===== config.mk =====
export PLATFORM = sky130hd
export DESIGN_NAME = hyperbus_delay_trainer
export DESIGN_NICKNAME = d
export VERILOG_FILES = /design/src/rtl/hyperbus_pkg.sv /design/src/rtl/hyperbus_train_window.sv /design/src/rtl/hyperbus_delay_trainer.sv
export SDC_FILE = /design/constraint.sdc
export NUM_CORES = 1
export LEC_CHECK = 0
export CORE_MARGIN = 2
export CORE_UTILIZATION = 40
export DETAILED_ROUTE_END_ITERATION = 12
export DONT_BUFFER_PORTS = 1
export PLACE_DENSITY_LB_ADDON = 0.1
export SLEW_MARGIN = 20
export SYNTH_ARGS = -nofsm -noshare
export SYNTH_HDL_FRONTEND = slang
export SYNTH_SLANG_ARGS = --single-unit

===== constraint.sdc =====
create_clock -name clk_i -period 3 [get_ports clk_i]
set_input_delay 0.6 -clock clk_i [delete_from_list [all_inputs] [get_ports clk_i]]
set_output_delay 0.6 -clock clk_i [all_outputs]
set_load 0.02 [all_outputs]

===== src/rtl/hyperbus_pkg.sv =====
// Shared types for the HyperBus PHY delay trainer: tap/length types, FSM states, train pattern.
package hyperbus_pkg;

  typedef logic [3:0] tap_t;
  typedef logic [4:0] win_len_t;

  typedef enum logic [2:0] {
    StIdle,
    StSettle,
    StReq,
    StWait,
    StEval,
    StFinish
  } train_state_e;

  localparam logic [15:0] TrainPatternDefault = 16'hA5C3;

  // Floor centre of a window; lo + len - 1 never exceeds 15, so no overflow.
  function automatic tap_t win_centre(tap_t lo, win_len_t len);
    win_len_t half;
    half = (len - 5'd1) >> 1;
    return lo + tap_t'(half);
  endfunction

endpackage


===== src/rtl/hyperbus_train_window.sv =====
// Run tracker for the delay trainer: follows the current passing run and keeps the longest one.
module hyperbus_train_window
  import hyperbus_pkg::*;
(
  input  logic     clk_i,
  input  logic     rst_ni,
  input  logic     clear_i,
  input  logic     eval_i,
  input  logic     pass_i,
  input  tap_t     tap_i,
  output tap_t     best_lo_o,
  output win_len_t best_len_o
);

  tap_t     cur_lo_q, cur_lo_d, best_lo_q, best_lo_d;
  win_len_t cur_len_q, cur_len_d, best_len_q, best_len_d;
  tap_t     run_lo;
  win_len_t run_len;

  always_comb begin
    cur_lo_d   = cur_lo_q;
    cur_len_d  = cur_len_q;
    best_lo_d  = best_lo_q;
    best_len_d = best_len_q;
    run_lo     = (cur_len_q == '0) ? tap_i : cur_lo_q;
    run_len    = cur_len_q + 5'd1;
    if (clear_i) begin
      cur_lo_d   = '0;
      cur_len_d  = '0;
      best_lo_d  = '0;
      best_len_d = '0;
    end else if (eval_i) begin
      if (pass_i) begin
        cur_lo_d  = run_lo;
        cur_len_d = run_len;
        // Strictly greater: the earliest of equal-length windows is kept.
        if (run_len > best_len_q) begin
          best_lo_d  = run_lo;
          best_len_d = run_len;
        end
      end else begin
        cur_len_d = '0;
      end
    end
  end

  always_ff @(posedge clk_i or negedge rst_ni) begin
    if (!rst_ni) begin
      cur_lo_q   <= '0;
      cur_len_q  <= '0;
      best_lo_q  <= '0;
      best_len_q <= '0;
    end else begin
      cur_lo_q   <= cur_lo_d;
      cur_len_q  <= cur_len_d;
      best_lo_q  <= best_lo_d;
      best_len_q <= best_len_d;
    end
  end

  assign best_lo_o  = best_lo_q;
  assign best_len_o = best_len_q;

endmodule


===== src/rtl/hyperbus_delay_trainer.sv =====
// RX strobe delay trainer: sweeps all taps with test reads and programs the best window centre.
// Optional response timeout in WAIT is enabled by defining HYPERBUS_TRAIN_TIMEOUT_EN.
module hyperbus_delay_trainer
  import hyperbus_pkg::*;
#(
  parameter int unsigned          NumTaps      = 16,
  parameter int unsigned          DataWidth    = 16,
  parameter logic [DataWidth-1:0] TrainPattern = DataWidth'(TrainPatternDefault),
  parameter int unsigned          SettleCycles = 4,
  parameter logic [3:0]           DefaultDelay = 4'd8
`ifdef HYPERBUS_TRAIN_TIMEOUT_EN
  ,
  parameter int unsigned          TimeoutCycles = 64
`endif
) (
  input  logic                 clk_i,
  input  logic                 rst_ni,
  input  logic                 start_i,
  output logic                 busy_o,
  output logic                 done_o,
  output logic                 fail_o,
  output logic [3:0]           delay_o,
  output logic [3:0]           win_lo_o,
  output logic [4:0]           win_len_o,
  output logic                 test_valid_o,
  input  logic                 test_ready_i,
  input  logic                 resp_valid_i,
  input  logic [DataWidth-1:0] resp_data_i,
  input  logic                 resp_error_i
);

  localparam int unsigned SettleW = (SettleCycles > 1) ? $clog2(SettleCycles) : 1;
  localparam tap_t        LastTap = tap_t'(NumTaps - 1);

  train_state_e state_q, state_d;
  tap_t         tap_q, tap_d, delay_q, delay_d, win_lo_q, win_lo_d;
  win_len_t     win_len_q, win_len_d;
  logic [SettleW-1:0] settle_q, settle_d;
  logic         test_valid_q, test_valid_d;
  logic         done_q, done_d, fail_q, fail_d, busy_q, busy_d, pass_q, pass_d;
  logic         win_clear, win_eval;
  tap_t         best_lo;
  win_len_t     best_len;

`ifdef HYPERBUS_TRAIN_TIMEOUT_EN
  localparam int unsigned ToW = (TimeoutCycles > 1) ? $clog2(TimeoutCycles) : 1;
  logic [ToW-1:0] to_cnt_q, to_cnt_d;
`endif

  always_comb begin
    state_d      = state_q;
    tap_d        = tap_q;
    delay_d      = delay_q;
    settle_d     = settle_q;
    test_valid_d = test_valid_q;
    done_d       = 1'b0;
    fail_d       = fail_q;
    win_lo_d     = win_lo_q;
    win_len_d    = win_len_q;
    pass_d       = pass_q;
    win_clear    = 1'b0;
    win_eval     = (state_q == StEval);
`ifdef HYPERBUS_TRAIN_TIMEOUT_EN
    to_cnt_d     = to_cnt_q;
`endif
    unique case (state_q)
      StIdle: begin
        if (start_i) begin
          tap_d     = '0;
          delay_d   = '0;
          fail_d    = 1'b0;
          settle_d  = '0;
          win_clear = 1'b1;
          state_d   = StSettle;
        end
      end
      StSettle: begin
        if (settle_q == SettleW'(SettleCycles - 1)) begin
          settle_d = '0;
          state_d  = StReq;
        end else begin
          settle_d = settle_q + SettleW'(1);
        end
      end
      StReq: begin
        // First REQ cycle raises valid; it then holds until the handshake.
        if (!test_valid_q) begin
          test_valid_d = 1'b1;
        end else if (test_ready_i) begin
          test_valid_d = 1'b0;
          state_d      = StWait;
`ifdef HYPERBUS_TRAIN_TIMEOUT_EN
          to_cnt_d     = '0;
`endif
        end
      end
      StWait: begin
        if (resp_valid_i) begin
          pass_d  = !resp_error_i && (resp_data_i == TrainPattern);
          state_d = StEval;
        end
`ifdef HYPERBUS_TRAIN_TIMEOUT_EN
        else if (to_cnt_q == ToW'(TimeoutCycles - 1)) begin
          pass_d  = 1'b0;
          state_d = StEval;
        end else begin
          to_cnt_d = to_cnt_q + ToW'(1);
        end
`endif
      end
      StEval: begin
        if (tap_q == LastTap) begin
          state_d = StFinish;
        end else begin
          tap_d    = tap_q + 4'd1;
          delay_d  = tap_q + 4'd1;
          settle_d = '0;
          state_d  = StSettle;
        end
      end
      StFinish: begin
        done_d    = 1'b1;
        win_lo_d  = best_lo;
        win_len_d = best_len;
        if (best_len == '0) begin
          fail_d  = 1'b1;
          delay_d = DefaultDelay;
        end else begin
          delay_d = win_centre(best_lo, best_len);
        end
        state_d = StIdle;
      end
      default: state_d = StIdle;
    endcase
    busy_d = (state_d != StIdle);
  end

  always_ff @(posedge clk_i or negedge rst_ni) begin
    if (!rst_ni) begin
      state_q      <= StIdle;
      tap_q        <= '0;
      delay_q      <= DefaultDelay;
      settle_q     <= '0;
      test_valid_q <= 1'b0;
      done_q       <= 1'b0;
      fail_q       <= 1'b0;
      busy_q       <= 1'b0;
      pass_q       <= 1'b0;
      win_lo_q     <= '0;
      win_len_q    <= '0;
`ifdef HYPERBUS_TRAIN_TIMEOUT_EN
      to_cnt_q     <= '0;
`endif
    end else begin
      state_q      <= state_d;
      tap_q        <= tap_d;
      delay_q      <= delay_d;
      settle_q     <= settle_d;
      test_valid_q <= test_valid_d;
      done_q       <= done_d;
      fail_q       <= fail_d;
      busy_q       <= busy_d;
      pass_q       <= pass_d;
      win_lo_q     <= win_lo_d;
      win_len_q    <= win_len_d;
`ifdef HYPERBUS_TRAIN_TIMEOUT_EN
      to_cnt_q     <= to_cnt_d;
`endif
    end
  end

  hyperbus_train_window u_window (
    .clk_i      (clk_i),
    .rst_ni     (rst_ni),
    .clear_i    (win_clear),
    .eval_i     (win_eval),
    .pass_i     (pass_q),
    .tap_i      (tap_q),
    .best_lo_o  (best_lo),
    .best_len_o (best_len)
  );

  assign busy_o       = busy_q;
  assign done_o       = done_q;
  assign fail_o       = fail_q;
  assign delay_o      = delay_q;
  assign win_lo_o     = win_lo_q;
  assign win_len_o    = win_len_q;
  assign test_valid_o = test_valid_q;

endmodule


==> results.md, run 1 <==
- At the pin with the least slew margin, the transition time is 0.712 ns.
- The total number of vias is ~1700.
- The total wirelength of the detailed-routed design is 4860 um.
- The period utilization is about 80%.
- The instance count of the mapped netlist is 243.
- The synthesized design contains 45 register bits.
- The endpoint identified for the worst register-to-register timing path is delay_o[3].
- Across the run, the number of max-cap violations was 0.
- The netlist uses 44 different library cells.
- The proportion of layout cells with a drive suffix above 1 is roughly 6.6%.
- Across the VDD grid, the largest voltage drop is 420 uV.
- The number of remaining DRC errors is 0.
- The worst hold slack is between 0.1 and 0.15 ns.
- The critical path launch point type is a register.
- For this design the ratio of total power to cell area is between 600 and 700 mW/mm2.
- Summed over its instances, the top area cell type makes up between 40% and 50% of the synthesized netlist area.
- The number of vias per cell is about 5.3.
- Clock tree synthesis inserted a total of 5 buffers.
- Once detail routing completed, the nets flagged for antenna violations numbered 0.
- The setup path with the least slack is of type register to register.
- Data on the critical path is required at its endpoint by approximately 3.2 ns.
- For this block, the initial DRC count from the detailed router was 80.
- The post-synthesis instance area is 0.00241 mm2.
- The width of the chip is around 82 um.
- The sum of overflow across all layers after global routing is 0.
- The wire length per cell is between 15 and 20 um.
- For the final database, setup skew stands at around 0.011 ns.
- The depth of the most critical reg-to-reg path is 9.
- The floorplan step defined a core boundary enclosing roughly 0.0059 mm2.
- The number of ports placed on the die boundary is 39.
- The tightest min-delay check is of the input pin to asynchronous set/reset pin type.
- The register-to-register setup slack is about 0.6 ns.
- The run finished with clean final reports.
- The first-pass GRT wire length is 8150 um.
- The tree is rooted in a sky130_fd_sc_hd__clkbuf_8.
- The arrival time of data at the critical path endpoint is 2.61 ns.
- Routability-driven placement finished with a final weighted congestion of 0.712.
- Power comes to approximately 1800 uW.
- The total count of max-transition violations in the final report was 0.
- The global routing usage summed across all routing layers is about 16%.
- Setup repair after global routing left no endpoint under its margin.
- The die height is 81.7 um.
- The number of sinks driven by the clock tree is 45.
- Summed over all cells, the static leakage comes to 0.00113 uW.
- The number of hold-slack violations in the final timing report came to 0.
- After synthesis, the cell types taking the most area are sky130_fd_sc_hd__dfrtp_1 (46%), sky130_fd_sc_hd__ha_1 (6.7%), sky130_fd_sc_hd__nand2_1 (6.4%), sky130_fd_sc_hd__o21ai_0 (3.5%), sky130_fd_sc_hd__a21oi_1 (2.5%).
- The total inserted antenna cells is 0.
- The per-instance average area after synthesis is just under 10 um2.
- Measured against its own limit, the worst slew margin works out to 52.0%.
- The final period demand of the worst path is approximately 2.4 ns.
- The top cell type by total area after synthesis is sky130_fd_sc_hd__dfrtp_1.
- Static timing analysis puts the maximum clock frequency at between 0.4 and 0.5 GHz.
- The via count of the first global-routing pass is approximately 1600.
- The die covers between 0.006 and 0.007 mm2.
- The number of nets handed over by synthesis was roughly 280.
- For this run, the number of Yosys warnings is 0.
- The first-pass iteration count of the detailed router is 4.
- The number of antenna violations at the first check in global routing is 0.
- The later pin in the worst-skew pair is clocked with a latency of approximately 0.3 ns.
- The count of input and output buffers is 0.
- Setup slack closes at approximately 0.6 ns.
- The utilization after layout is 43.7%.
- The sequential area share after synthesis is approximately 47%.
- The final-stage net count is between 200 and 300.
- The post-synthesis to final-layout area growth is 6.48%.
- TritonCTS built the clock tree.
- The floorplan has 28 rows.
- The clock-pin transition on the worst setup and hold timing paths is roughly 0.09 ns.
- The worst register-to-register path begins at u_window.best_len_o[0].
- For this configuration, the core starts out at a cell density of just over 40%.
- The longest clock path from root to sink contains 2 buffers.
- Once the clock tree was built, the resizer swapped 0 gates to a different size.
- The wire-length estimate of the detail-placed layout is roughly 3400 um.
- The largest fanout on the critical path is 3.
- Entering global routing, the biggest net connects between 40 and 50 pins.
- Adding up every negative setup slack in the final design gives 0 ns.
- The post-place setup slack is 0.579 ns.
- CTS built an H-tree with a depth of 2.
- Setup violations remaining at the end of the flow were counted as 0.
- STA classifies the critical path endpoint as a register.
==> through the flow <==
stage	instance area, um2	instances
after global routing	2570	318
after global placement	2460	309
final	2570	318
after CTS	2570	318
after floorplan	2410	243
after detailed placement	2460	309
==> cells in the final DEF (no fill, tap or decap), types with 2 or more instances in the layout <==
master                     count
sky130_fd_sc_hd__a211oi_1      4
sky130_fd_sc_hd__a21o_1        2
sky130_fd_sc_hd__a21oi_1      12
sky130_fd_sc_hd__a22oi_1       4
sky130_fd_sc_hd__and2_1        3
sky130_fd_sc_hd__clkbuf_1      2
sky130_fd_sc_hd__clkbuf_8      5
sky130_fd_sc_hd__dfrtp_1      44
sky130_fd_sc_hd__ha_1         13
sky130_fd_sc_hd__inv_1        12
sky130_fd_sc_hd__mux2i_1       5
sky130_fd_sc_hd__nand2_1      41
sky130_fd_sc_hd__nand3_1      12
sky130_fd_sc_hd__nand3b_1      2
sky130_fd_sc_hd__nand4b_1      2
sky130_fd_sc_hd__nor2_1       13
sky130_fd_sc_hd__nor2b_1       2
sky130_fd_sc_hd__nor4b_1       2
sky130_fd_sc_hd__nor4b_4       2
sky130_fd_sc_hd__o21ai_0      17
sky130_fd_sc_hd__o31ai_1       8
sky130_fd_sc_hd__or3_1         3
sky130_fd_sc_hd__xnor2_1       5
sky130_fd_sc_hd__xor2_1        6
==> per-layer routing <==
layer | track usage [%] | routed length (um)
met5 | 0 | 0
met3 | 4.18 | 238
met2 | 24.9 | 2190
met4 | 4.00 | 51
met1 | 22.6 | 2380
==> where the power goes <==
| group | internal [uW] | leakage [uW] | switching [uW] |
|---|---|---|---|
| Sequential | 730 | 0.000606 | 228 |
| Clock | 165 | 0.0000385 | 209 |
| Combinational | 205 | 0.000488 | 257 |
| Total | 1100 | 0.00113 | 694 |
==> state kept, by name, summed over array words and instances, names as in the netlist <==
name	cells
busy_o	1
delay_o	4
done_o	1
fail_o	1
pass_q	1
settle_q	2
state_q	3
tap_q	4
test_valid_o	1
u_window.best_len_o	5
u_window.best_lo_o	4
u_window.cur_len_q	5
u_window.cur_lo_q	4
win_len_o	5
win_lo_o	4
==> area by class of cell <==
| cell class | count | area, um2 |
|---|---|---|
| clock buffers | 7 | 76.3 |
| flip-flops and latches | 45 | 1130 |
| inverters | 12 | 45.0 |
| fillers | 579 | 3310 |
| well taps | 75 | 93.8 |
| clock inverters | 1 | 7.51 |
| multi-input cells | 176 | 1190 |
| repair buffers | 2 | 35.0 |
==> synth_stat cells (all sizes together) <==
master    n
a21oi    13
o311ai    1
buf       9
xnor2     5
nand3b    2
nand4     1
ha       13
o21ai    17
nor3b     3
mux2i     5
nor2b     2
nand3    12
nor4b     4
xor2      6
a221o     1
clkbuf    1
or3       3
a211oi    4
o31ai     8
nor2     14
dfstp     1
fa        1
nand2    41
nor3      1
a32o      1
o21bai    1
or2       1
a311oi    1
dfrtp    44
nor4bb    1
a22oi     4
o2bb2ai   1
inv      12
nand4b    2
o211ai    1
a21o      2
and2      3
mux2      1
==> worst max-delay path by stage <==
stage / from / end / slack (ns) / depth (start not counted)
global placement: u_window.best_len_o[0] / delay_o[3] / 0.58 / 9
detailed placement: u_window.best_len_o[0] / delay_o[3] / 0.58 / 9
global route: u_window.cur_len_q[1] / u_window.best_lo_o[1] / 0.34 / 9
finish: u_window.best_len_o[0] / delay_o[3] / 0.61 / 9
CTS: u_window.best_len_o[0] / delay_o[3] / 0.55 / 9
floorplan: u_window.best_len_o[1] / delay_o[3] / 0.89 / 9
==> critical path, stage by stage (launching register included) <==
cell and delay, ns:
sky130_fd_sc_hd__dfrtp_1 0.42, sky130_fd_sc_hd__inv_1 0.11, sky130_fd_sc_hd__ha_1 0.18, sky130_fd_sc_hd__xor2_1 0.30, sky130_fd_sc_hd__ha_1 0.29, sky130_fd_sc_hd__a21o_1 0.18, sky130_fd_sc_hd__a21oi_1 0.24, sky130_fd_sc_hd__xnor2_1 0.11
sky130_fd_sc_hd__a221o_1 0.38, sky130_fd_sc_hd__o311ai_1 0.10
==> cell families (layout without fill, tap and decap cells) <==
kind of cell    after synthesis  after routing  share of synthesized area [%]
compound gates               55             55                           14.8
xor+xnor                     11             11                           3.99
fa+ha+maj                    14             14                           7.56
buf+inv                      22             22                           4.20
simple gates                 90             90                           20.2
mux                           6              6                           2.54
flops                        45             45                           46.7
==> timing repair <==
item,4_1_cts,5_1_grt
setup buffers,0,0
hold buffers,1,0
endpoints found under the setup margin,0,0
endpoints found under the hold margin,44,0
(Power assumes the default switching activity.)
==> run 2: changes to the inputs <==
clock period = 2.32 ns   (was 3 ns; I/O delays follow)
==> results.md, run 2 (synthesis gave the netlist of run 1 again) <==
- The run finished, with violations left.
- The final reports fail on negative hold slack.
- The insertion delay of the later-clocked pin in the worst-skew pair came to 0.30 ns (about the same).
- The number of placement rows is 28 (unchanged).
- The remaining antenna violation count is 0 (unchanged).
- In the layout the commonest cells are sky130_fd_sc_hd__dfrtp_1 (42), sky130_fd_sc_hd__nand2_1 (41), sky130_fd_sc_hd__o21ai_0 (17).
- The area of the die was 0.00667 mm2 (unchanged).
- The number of antenna violations at the first check in global routing is 0 (unchanged).
- The worst ir drop on vdd is 510 uV (+22%).
- The first-pass iteration count of the detailed router came to 4 (unchanged).
- The total power of the final layout came to 2560 uW (+43%).
- The count of input and output buffers is 0 (unchanged).
- The largest net degree at the start of global routing is 46 (+2.2%).
- The wire length per cell is 15.9 um (+4.2%).
- The number of remaining DRC errors is 0 (unchanged).
- The placed wire-length estimate after detailed placement is 3650 um (+7.1%).
- The first-pass GRT wire length is 8200 um (+0.69%).
- The die height is 81.7 um (unchanged).
- The arrival time of data at the critical path endpoint is 2.39 ns (-0.22 ns).
- The buffer levels on the longest clock path is 2 (unchanged).
- The final period demand of the worst path is 2.21 ns (-0.183 ns).
- The total count of max-transition violations in the final report was 0 (unchanged).
- The width of the chip was 81.7 um (unchanged).
- The initial standard-cell utilization of the core is 41.0% (unchanged).
- The number of setup violations in the final report is 0 (unchanged).
- The number of hold-slack violations in the final timing report is 2 (+2).
- The period utilization is 95.3% (+16 points).
- The leading cell type in the layout, fill and taps excluded is sky130_fd_sc_hd__dfrtp_1.
- The highest achievable clock rate came to 0.452 GHz (+8.3%).
- The worst hold slack is -0.00204 ns (-0.128 ns).
- The nature of the critical path endpoint is a register.
- The final-stage net count is 292 (+5.0%).
- The number of vias per cell is 5.33 (+0.91%).
- The clock-pin transition on the worst setup and hold timing paths came to 0.09 ns (about the same).
- The total number of vias is 1771 (+5.4%).
- The path type of the worst setup path is register to register.
- The number of max-cap violations is 0 (unchanged).
- The headroom to the max-slew limit is 55.8% (+3.8 points).
- The largest fanout on the critical path is 5 (+2).
- The transition time at the pin with the least slew margin came to 0.656 ns (-0.0568 ns).
- The TritonCTS clock tree is done.
- The number of violations reported at the end of detailed-routing iteration 0 is 109 (+36%).
- The class of the tightest hold or removal check is input pin to asynchronous set/reset pin.
- The global routing usage summed across all routing layers came to 16.5% (+0.36 points).
- The number of levels in the clock H-tree is 2 (unchanged).
- The core region area was 0.00589 mm2 (unchanged).
- The total inserted antenna cells is 0 (unchanged).
- The total wirelength of the detailed-routed design is 5280 um (+8.8%).
- The leakage power of the design is 0.00125 uW (+10%).
- The proportion of layout cells with a drive suffix above 1 is 16.7% (+10 points).
- The count of placed standard cells including taps is 316 (+2.3%).
- The root buffer cell is sky130_fd_sc_hd__clkbuf_8.
- The post-route setup TNS is 0 ns (unchanged).
- The routability congestion estimate came to 0.780 (+9.6%).
- The sum of overflow across all layers after global routing was 0 (unchanged).
- The area growth from synthesis to layout is 16.5%.
- The number of buffers added by the clock tree synthesis step is 5 (unchanged).
- The number of cells in the finished layout apart from fillers is 332 (+4.4%).
- The number of ports placed on the die boundary is 39 (unchanged).
- The critical path launch point type is a register.
- The via count of the first global-routing pass is 1671 (+1.5%).
- The total power per unit cell area was 909 mW/mm2 (+30%).
- The worst-case clock skew is 0.00608 ns (-0.00526 ns).
- The number of sinks driven by the clock tree was 45 (unchanged).
- The data required time at the worst endpoint is 2.50 ns (-0.71 ns).
run 2: metal layers:
metal,share of wire (%),global-route usage [%],up-vias
met3,4.7,3.85,5
li1,-,-,877
met5,0,0,-
met2,48,26.0,50
met1,47,22.7,839
met4,1.0,4.50,0
run 2: metrics by stage:
| stage | instance area [um2] | util [%] | hold WS, ns | worst slack (ns) |
|---|---|---|---|---|
| after floorplan | 2410 | - | 0.168 | 0.214 |
| after global placement | 2520 | 42.9 | 0.170 | 0.110 |
| after detailed placement | 2520 | 42.9 | 0.169 | 0.0426 |
| after CTS | 2670 | 45.3 | 0.00381 | 0.0116 |
| after global routing | 2810 | 47.8 | 0.00506 | -0.0163 |
| final | 2810 | 47.8 | -0.00204 | 0.110 |
run 2: critical path, cell delays in order (launching register included):
cell and delay (ns):
sky130_fd_sc_hd__dfrtp_2 0.42, sky130_fd_sc_hd__ha_4 0.17, sky130_fd_sc_hd__nand3_1 0.12, sky130_fd_sc_hd__xnor2_2 0.17
sky130_fd_sc_hd__ha_1 0.31, sky130_fd_sc_hd__nand3_1 0.09, sky130_fd_sc_hd__o21bai_2 0.24, sky130_fd_sc_hd__a21oi_2 0.31
sky130_fd_sc_hd__clkbuf_16 0.21, sky130_fd_sc_hd__o31ai_1 0.06
run 2: final cells by class:
cell class	count	area [um2]
Inverter	12	48.8
Clock buffer	7	86.3
Clock inverter	1	30.0
Multi-Input combinational cell	177	1260
Sequential cell	45	1130
Tap cell	75	93.8
Timing Repair Buffer	15	166
Fill cell	589	3070
run 2: worst paths after layout:
check	from	endpoint	slack, ns	cells after the start
worst max-delay path	u_window.cur_len_q[1]	u_window.best_len_o[3]	0.11	9
worst min-delay path	rst_ni	win_len_o[0]	-0.002	1
worst max register to register	u_window.cur_len_q[1]	u_window.best_len_o[3]	0.11	9
worst min register to register	settle_q[0]	settle_q[0]	0.51	1
max in group asynchronous	rst_ni	delay_o[3]	2.06	1
min in group clk_i	resp_valid_i	state_q[1]	0.30	1
run 2: repair_timing:
action / 4_1_cts / 5_1_grt
setup endpoints to repair: 0 / 10
hold endpoints to repair: 45 / 0
hold buffers: 1 / 0
setup buffers: 0 / 5
gates resized for setup: 0 / 14
run 2: report_power, final:
| group | internal [uW] | total [uW] | switching (uW) | leakage, uW |
|---|---|---|---|---|
| sequential | 945 | 1240 | 299 | 0.000603 |
| clock | 352 | 626 | 274 | 0.0000585 |
| combinational | 314 | 689 | 375 | 0.000590 |
| total | 1610 | 2560 | 948 | 0.00125 |
